File: config.mk
export PLATFORM = sky130hd
export DESIGN_NAME = instr_fetch
export DESIGN_NICKNAME = d
export VERILOG_FILES = /design/src/rtl/instr_fetch_pkg.sv /design/src/rtl/instr_fetch_perf_cnt.sv /design/src/rtl/instr_fetch.sv
export SDC_FILE = /design/constraint.sdc
export NUM_CORES = 1
export LEC_CHECK = 0
export ABC_AREA = 1
export CORE_ASPECT_RATIO = 0.9
export CORE_MARGIN = 5
export CORE_UTILIZATION = 41
export DETAILED_ROUTE_END_ITERATION = 16
export PLACE_DENSITY = 0.77
export RECOVER_POWER = 25
export SETUP_SLACK_MARGIN = 0.4
export SLEW_MARGIN = 20
export SYNTH_ARGS = -nofsm -noshare
export SYNTH_HDL_FRONTEND = slang
export SYNTH_HIERARCHICAL = 1
export SYNTH_SLANG_ARGS = --single-unit
File: constraint.sdc
create_clock -name clk -period 1.4 [get_ports clk]
set_clock_uncertainty 0.2 [all_clocks]
set_input_delay 0.14 -clock clk [delete_from_list [all_inputs] [get_ports clk]]
set_output_delay 0.14 -clock clk [all_outputs]
set_load 0.03 [all_outputs]
File: src/rtl/instr_fetch_pkg.sv
// Shared definitions for the instruction fetch stage: widths, default
// encodings and the fetch FSM state type.
package instr_fetch_pkg;

   localparam int unsigned IM_ADDR_W = 14;
   localparam int unsigned INSTR_W   = 16;
   localparam int unsigned CNT_W     = 32;

   localparam logic [3:0]         HLT_OPCODE_DEF = 4'hF;
   localparam logic [INSTR_W-1:0] NOP_INSTR_DEF  = 16'hB000;

   typedef enum logic [1:0] {
      ST_PRIME = 2'd0,
      ST_RUN   = 2'd1,
      ST_HALT  = 2'd2
   } fetch_state_e;

endpackage

File: src/rtl/instr_fetch_perf_cnt.sv
// Saturating fetch/stall event counters for the fetch stage.
// Only instantiated when FETCH_PERF_CNT_EN is defined.
module fetch_perf_cnt
   import instr_fetch_pkg::*;
(
   input  logic             clk,
   input  logic             rst_n,
   input  logic             fetch_evt,
   input  logic             stall_evt,
   output logic [CNT_W-1:0] fetch_cnt,
   output logic [CNT_W-1:0] stall_cnt
);

   localparam logic [CNT_W-1:0] CNT_MAX = '1;

   logic [1:0]            evt;
   logic [1:0][CNT_W-1:0] cnt_vec;

   assign evt = {stall_evt, fetch_evt};

   for (genvar gi = 0; gi < 2; gi++) begin : g_cnt
      logic [CNT_W-1:0] cnt_q;
      logic [CNT_W-1:0] cnt_d;

      // Next count: bump on the event, stick at all-ones instead of wrapping.
      always_comb begin
         cnt_d = cnt_q;
         if (evt[gi] && (cnt_q != CNT_MAX)) begin
            cnt_d = cnt_q + 1'b1;
         end
      end

      // Counter register.
      always_ff @(posedge clk or negedge rst_n) begin
         if (!rst_n) begin
            cnt_q <= '0;
         end else begin
            cnt_q <= cnt_d;
         end
      end

      assign cnt_vec[gi] = cnt_q;
   end

   assign fetch_cnt = cnt_vec[0];
   assign stall_cnt = cnt_vec[1];

endmodule

File: src/rtl/instr_fetch.sv
// Instruction fetch stage: owns the PC, drives the instruction memory
// (which reads on negedge) and captures into the IF/ID register on posedge.
// Optional performance counters are enabled with macro FETCH_PERF_CNT_EN.
module instr_fetch
   import instr_fetch_pkg::*;
#(
   parameter logic [IM_ADDR_W-1:0] RESET_PC   = 14'h0000,
   parameter logic [3:0]           HLT_OPCODE = HLT_OPCODE_DEF,
   parameter logic [INSTR_W-1:0]   NOP_INSTR  = NOP_INSTR_DEF
) (
   input  logic                 clk,
   input  logic                 rst_n,
   input  logic                 stall,
   input  logic                 flush,
   input  logic [IM_ADDR_W-1:0] br_target,
   output logic [IM_ADDR_W-1:0] im_addr,
   output logic                 im_rd_en,
   input  logic [INSTR_W-1:0]   im_instr,
   output logic [INSTR_W-1:0]   if_id_instr,
   output logic [IM_ADDR_W-1:0] if_id_pc,
   output logic                 if_id_vld,
   output logic                 halted
`ifdef FETCH_PERF_CNT_EN
   ,
   output logic [CNT_W-1:0]     fetch_cnt,
   output logic [CNT_W-1:0]     stall_cnt
`endif
);

   fetch_state_e         state_q, state_d;
   logic [IM_ADDR_W-1:0] pc_q, pc_d;
   logic [INSTR_W-1:0]   instr_q, instr_d;
   logic [IM_ADDR_W-1:0] ifpc_q, ifpc_d;
   logic                 vld_q, vld_d;
   logic                 halted_q, halted_d;

   // Next-state and IF/ID update: flush beats stall beats capture.
   always_comb begin
      state_d  = state_q;
      pc_d     = pc_q;
      instr_d  = instr_q;
      ifpc_d   = ifpc_q;
      vld_d    = vld_q;
      halted_d = halted_q;
      unique case (state_q)
         ST_PRIME: begin
            // Give the memory one negedge to present pc before capturing.
            state_d = ST_RUN;
            if (flush) begin
               pc_d = br_target;
            end
         end
         ST_RUN: begin
            if (flush) begin
               pc_d    = br_target;
               instr_d = NOP_INSTR;
               vld_d   = 1'b0;
            end else if (!stall) begin
               instr_d = im_instr;
               ifpc_d  = pc_q + 1'b1;
               vld_d   = 1'b1;
               pc_d    = pc_q + 1'b1;
               if (im_instr[INSTR_W-1 -: 4] == HLT_OPCODE) begin
                  state_d  = ST_HALT;
                  halted_d = 1'b1;
               end
            end
         end
         ST_HALT: begin
            // The HLT word was valid for one cycle; squash from here on.
            instr_d = NOP_INSTR;
            vld_d   = 1'b0;
            if (flush) begin
               pc_d     = br_target;
               halted_d = 1'b0;
               state_d  = ST_RUN;
            end
         end
         default: begin
            state_d = ST_PRIME;
         end
      endcase
   end

   // State, PC and IF/ID registers.
   always_ff @(posedge clk or negedge rst_n) begin
      if (!rst_n) begin
         state_q  <= ST_PRIME;
         pc_q     <= RESET_PC;
         instr_q  <= NOP_INSTR;
         ifpc_q   <= '0;
         vld_q    <= 1'b0;
         halted_q <= 1'b0;
      end else begin
         state_q  <= state_d;
         pc_q     <= pc_d;
         instr_q  <= instr_d;
         ifpc_q   <= ifpc_d;
         vld_q    <= vld_d;
         halted_q <= halted_d;
      end
   end

   assign im_addr     = pc_q;
   assign im_rd_en    = (state_q != ST_HALT);
   assign if_id_instr = instr_q;
   assign if_id_pc    = ifpc_q;
   assign if_id_vld   = vld_q;
   assign halted      = halted_q;

`ifdef FETCH_PERF_CNT_EN
   logic fetch_evt;
   logic stall_evt;

   assign fetch_evt = (state_q == ST_RUN) && !flush && !stall;
   assign stall_evt = (state_q == ST_RUN) && !flush && stall;

   fetch_perf_cnt u_perf (
      .clk       (clk),
      .rst_n     (rst_n),
      .fetch_evt (fetch_evt),
      .stall_evt (stall_evt),
      .fetch_cnt (fetch_cnt),
      .stall_cnt (stall_cnt)
   );
`endif

endmodule

==> results of run 1 <==
[layout make-up]
| class | instances | share of cell area |
|---|---|---|
| clock buffer | 5 | 0.0158 |
| clock inverter | 3 | 0.00546 |
| inverter | 21 | 0.0221 |
| multi-input combinational | 198 | 0.288 |
| sequential | 48 | 0.280 |
| tap | 70 | 0.0201 |
| timing repair buffer | 152 | 0.365 |
| timing repair inverter | 2 | 0.00345 |
[cell usage after synthesis]
cell type,count,area share
nor2_2,2,0.0054
o21ai_2,1,0.0038
a22oi_2,1,0.0054
nor2_4,2,0.0096
nor2_1,34,0.055
or2_1,1,0.0027
clkbuf_8,1,0.0059
o22a_2,1,0.0043
a21oi_2,1,0.0038
nand2_2,2,0.0054
dfstp_2,3,0.034
inv_1,16,0.026
xnor2_1,2,0.0075
buf_4,3,0.0096
nand2_1,92,0.15
buf_6,4,0.019
nand3_1,18,0.039
o21ai_0,9,0.019
o22a_1,2,0.0075
nand4_1,3,0.0080
a22o_2,3,0.013
o21ai_1,6,0.013
a22o_1,9,0.034
xor2_1,3,0.011
inv_2,5,0.0080
buf_2,1,0.0021
ha_1,1,0.0054
dfrtp_1,45,0.48
a31oi_1,5,0.013
[routing by layer]
| metal | track usage | vias up | part of all wire | wire, um |
|---|---|---|---|---|
| met5 | 0 | - | 0 | 0 |
| met4 | 0.0982 | 0 | 0.041 | 371 |
| met3 | 0.0481 | 46 | 0.090 | 804 |
| met2 | 0.370 | 185 | 0.49 | 4360 |
| li1 | - | 1198 | - | - |
| met1 | 0.270 | 1278 | 0.38 | 3420 |
[sequential cells by signal, indices dropped and copies added, names as in the netlist]
name,count
if_id_instr,16
state_q,2
if_id_pc,14
halted,1
im_addr,14
if_id_vld,1
[stage by stage]
stage	setup TNS, ns	instance area (um2)
final	-6.94	4360
after CTS	-2.64	4070
after global routing	-9.42	4360
after global placement	-10.01	3400
after detailed placement	-11.24	3400
after floorplan	-1.17	2400
[cells by family (layout without fill, tap and decap cells)]
| kind of cell | count (synthesis) | count (layout) | synth area share |
|---|---|---|---|
| fa+ha+maj | 1 | 1 | 0.00536 |
| xor+xnor | 5 | 5 | 0.0188 |
| buf+inv | 30 | 183 | 0.0707 |
| simple gates | 154 | 154 | 0.272 |
| flops | 48 | 48 | 0.516 |
| compound gates | 38 | 38 | 0.117 |
[worst paths after layout]
check	to	slack (ns)	cells after the start
max	im_addr[10]	-0.24	9
min	if_id_pc[9]	0.08	2
max reg2reg	im_addr[10]	-0.24	9
min reg2reg	if_id_pc[2]	0.32	2
max in group asynchronous	if_id_instr[12]	0.15	3
min in group clk	im_addr[1]	0.18	3
[cells in the final DEF, fill, tap and decap left out, types with 3 or more instances in the layout]
cell and instances:
nand2_1 77, buf_6 64, buf_4 43, dfrtp_1 33, clkdlybuf4s50_1 32, nor2_1 17, inv_1 13, nand2_2 13
nor2_4 12, dfrtp_2 12, o21ai_1 11, nand3_1 10, nor2_2 9, a22o_1 9, buf_12 9, nand3_2 6
clkbuf_8 5, inv_2 4, nand2_4 4, a31oi_1 4, inv_4 3, nand4_1 3, a22o_2 3, dfstp_2 3
[repair_timing]
action / CTS / global route
hold buffers: 1 / 0
cloned: 2 / 1
buffers inserted: 26 / 19
setup endpoints to repair: 95 / 104
gates resized for setup: 197 / 43
pin swaps: 10 / 25
hold endpoints to repair: 45 / 0
[critical path, stage by stage, from the launching register on]
cell,delay [ns]
dfrtp_2,0.41
ha_4,0.15
nand3_4,0.10
nor2_4,0.24
nand2_1,0.10
nand2_1,0.12
nand2_2,0.10
nand2_2,0.07
nand2_1,0.04
nand2_1,0.05
[power groups by stage]
stage	combinational, mW	clock [mW]	sequential [mW]
5_1_grt	3.69	0.947	2.08
3_5_place_dp	2.50	0	2.00
3_3_place_gp	2.46	0	2.00
2_1_floorplan	0.752	0	2.61
6_report	3.51	0.870	2.05
4_1_cts	3.07	0.868	2.03
==> results.json, run 1 <==
{
  "status": "finished, violations left",
  "violations": "negative setup slack",
  "gr-total-overflow": 0,
  "relSlewSlack": 0.726,
  "track_usage": 0.220,
  "worst_slack_ns": -0.240,
  "ys_ff_latch": 48,
  "setup_viol": 51,
  "drt-wirelength-per-cell_um": 17.9,
  "synth_area_mm2": 0.00233,
  "worst-path-max-fanout": 5,
  "crit_type": "reg2reg",
  "wl_um": 8960,
  "grt_max_degree": 24,
  "crit_start": "im_addr[1]",
  "p_int_mw": 3.75,
  "clockPowerShare": 0.135,
  "vias_per_cell": 5.42,
  "whs_ns": 0.0802,
  "syn_to_final_growth_pct": 86.6,
  "ys_seq_area_frac": 0.516,
  "clock_latency_ns": 0.31,
  "diodes": 0,
  "worstMarginPinSlew_ns": 0.410,
  "ant_nets": 0,
  "multi_input_area_mm2": 0.00125,
  "avgSynthCellArea_um2": 8.46,
  "powerDensity_mw_per_mm2": 1480,
  "place_ws_ns": -0.305,
  "final_nets": 463,
  "yosysWarningCount": 6,
  "synth_cell_types": 29,
  "rows": 26,
  "ios": 81,
  "cap_violations": 0,
  "clock_sinks": 48,
  "dieArea_mm2": 0.00731,
  "drt_pre_antenna_iters": 5,
  "period_needed_ns": 1.64,
  "maxSlewViolCount": 0,
  "dp_hpwl_um": 4760,
  "utilization": 0.779,
  "grt_pass1_vias": 2620,
  "path_clk_slew_ns": 0.10,
  "cts_tree": "built",
  "cts-root-buf": "clkbuf_8",
  "ir_worst_vdd_uv": 901,
  "power.switching_mw": 2.69,
  "gp_congestion": 0.856,
  "final_cell_count_no_fill": 499,
  "start_util": 0.417,
  "rsz0062_at_grt": "yes",
  "hold_viol": 0,
  "cp-end-kind": "register",
  "comb_power_share": 0.546,
  "chipHeight_um": 81.6,
  "grt_pass1_wl_um": 12400,
  "dr_total_vias": 2707,
  "regArea_mm2": 0.00122,
  "max_freq_mhz": 610,
  "critPathArrivalTime_ns": 1.70,
  "design_power_total_mw": 6.44,
  "initialDrtViolationCount": 272,
  "dp.cells": 442,
  "cp-start-kind": "register",
  "worst_r2r_startpoint": "im_addr[1]",
  "cts-htree-levels": 2,
  "cts_buffers": 5,
  "syn_inst": 276,
  "drc": 0,
  "switching_share": 0.418,
  "period_share": 1.17,
  "fp.dieW_um": 89.5,
  "seqPwrFrac": 0.319,
  "fillers": 322,
  "antenna_found_initial": 0,
  "drive_above_1_share": 0.497,
  "core_mm2": 0.00560,
  "clock_path_buffers": 2,
  "io_buffers": 80,
  "syn_nets": 311,
  "p_leak_nw": 2.07,
  "hold_class": "in2async",
  "cp.required_ns": 1.46
}
(Power assumes the default switching activity.)
==> inputs of run 2 (changes only) <==
CTS_CLUSTER_SIZE = 28   (was not set)
SKIP_LAST_GASP = 1   (was not set)
==> run 2 against run 1 <==
Net effect:
- the run still ends with negative setup slack left
- critical path depth fell by 1
- via count is 1.5% lower
- die area is the same
- hold slack lost 0.0027 ns
- core utilization decreased by 0.38 points
- register-to-register slack lost 0.06 ns
- sequential share of layout area grew 0.14 points
- power fell by 0.46%
- wire length up 0.16%
- final area is 0.49% lower
- critical path type unchanged
- critical endpoint is now if_id_pc[12]
- largest cell class unchanged
==> results.json, run 2 (synthesis gave the netlist of run 1 again) <==
{
  "setup_viol": 50,
  "clock_sinks": 48,
  "syn_to_final_growth_pct": 85.7,
  "relSlewSlack": 0.731,
  "grt_pass1_wl_um": 12200,
  "dp_hpwl_um": 4760,
  "ant_nets": 0,
  "largest_reg_flops": 16,
  "clock_path_buffers": 2,
  "drive_above_1_share": 0.485,
  "gp_congestion": 0.856,
  "dr_total_vias": 2666,
  "period_share": 1.21,
  "grt_max_degree": 24,
  "core_mm2": 0.00560,
  "rsz0062_at_grt": "yes",
  "max_freq_mhz": 588,
  "wl_um": 8970,
  "rows": 26,
  "crit_path_frequent_cell": "nand2_1",
  "cp_slowest_cell": "dfrtp_2",
  "cts-root-buf": "clkbuf_8",
  "critPathArrivalTime_ns": 1.70,
  "crit_type": "reg2reg",
  "ios": 81,
  "cts-htree-levels": 2,
  "worst_slack_ns": -0.301,
  "initialDrtViolationCount": 285,
  "worst-path-max-fanout": 5,
  "clock_latency_ns": 0.31,
  "gr-total-overflow": 0,
  "grt_pass1_vias": 2573,
  "start_util": 0.417,
  "track_usage": 0.217,
  "dieArea_mm2": 0.00731,
  "maxSlewViolCount": 0,
  "drt_pre_antenna_iters": 6,
  "fillers": 337,
  "cts_buffers": 5,
  "antenna_found_initial": 0,
  "powerDensity_mw_per_mm2": 1480,
  "crit_buf_inv": 0,
  "vias_per_cell": 5.34,
  "cp_slowest_stage_delay_ns": 0.41,
  "r2r_slack_ns": -0.30,
  "place_ws_ns": -0.305,
  "path_cells": "ha_4, nand3_4, nor2_4, nand3_2, nand2_2, nand2_1, nand2_1, nand2_1",
  "violations": "negative setup slack",
  "period_needed_ns": 1.70,
  "mostFrequentLayoutCells": "nand2_1, buf_6, buf_4, dfrtp_1, clkdlybuf4s50_1",
  "cap_violations": 0,
  "fp.dieW_um": 89.5,
  "drc": 0,
  "diodes": 0,
  "chipHeight_um": 81.6,
  "ir_worst_vdd_uv": 884,
  "drt-wirelength-per-cell_um": 18.0,
  "status": "finished, violations left",
  "cp-start-kind": "register",
  "whs_ns": 0.0775,
  "hold_class": "in2async",
  "cp-end-kind": "register",
  "path_clk_slew_ns": 0.09,
  "hold_viol": 0,
  "final_nets": 463,
  "cp.required_ns": 1.40,
  "p_leak_nw": 2.07,
  "critPathTopFamily": "simple AND/OR/NAND/NOR gates",
  "cts_tree": "built",
  "worstMarginPinSlew_ns": 0.403,
  "mostFrequentLayoutCell": "nand2_1",
  "io_buffers": 80
}
## run 2: cell types whose count changed in the layout (fill, tap and decap cells not counted)
cell	previous run	this run
nand2_2	13	11
nand3_1	10	12
inv_8	1	0
o21ai_1	11	12
o21ai_2	2	1
nand2_1	77	79
nand3_2	6	4
clkinv_4	1	2
## run 2: layout make-up
cell class,instances,area (um2),area share
multi-input cells,198,1230,0.285
flip-flops and latches,48,1220,0.281
clock buffers,5,68.8,0.0159
well taps,70,87.6,0.0202
inverters,21,93.8,0.0216
repair buffers,152,1590,0.367
clock inverters,3,23.8,0.00548
repair inverters,2,15.0,0.00346
## run 2: timing repair
item	in CTS	in global routing
gates cloned	2	1
endpoints found under the setup margin	95	104
gates resized for setup	189	45
hold buffers	1	0
pin swaps	10	25
hold endpoints to repair	45	0
setup buffers	26	19
## run 2: routing by layer
layer / share of wire / GRT usage
met3: 0.099 / 0.0512
met4: 0.042 / 0.0952
met2: 0.47 / 0.359
met5: 0 / 0
met1: 0.39 / 0.268
## run 2: metrics by stage
| stage | std cells | setup TNS, ns | utilization | power [mW] | instance area (um2) |
|---|---|---|---|---|---|
| 3_3_place_gp | 442 | -10.01 | 0.608 | 4.45 | 3400 |
| 6_report | 499 | -6.36 | 0.775 | 6.41 | 4340 |
| 2_1_floorplan | 276 | -1.17 | - | 3.36 | 2400 |
| 3_5_place_dp | 442 | -11.24 | 0.608 | 4.50 | 3400 |
| 4_1_cts | 479 | -2.68 | 0.726 | 5.95 | 4060 |
| 5_1_grt | 499 | -9.11 | 0.775 | 6.67 | 4340 |
## run 2: worst paths after layout
| path | startpoint | endpoint | cells past startpoint |
|---|---|---|---|
| hold reg to reg | if_id_pc[2] | if_id_pc[2] | 2 |
| setup reg to reg | im_addr[1] | if_id_pc[12] | 8 |
| min in group clk | br_target[1] | im_addr[1] | 3 |
| max in group asynchronous | rst_n | if_id_instr[12] | 3 |
| hold / removal | rst_n | if_id_pc[9] | 2 |
| setup / recovery | im_addr[1] | if_id_pc[12] | 8 |
## run 2: report_power, final
group	total, mW	internal (mW)	switching [mW]
Clock	0.856	0.354	0.502
Combinational	3.50	1.67	1.83
Sequential	2.05	1.72	0.329
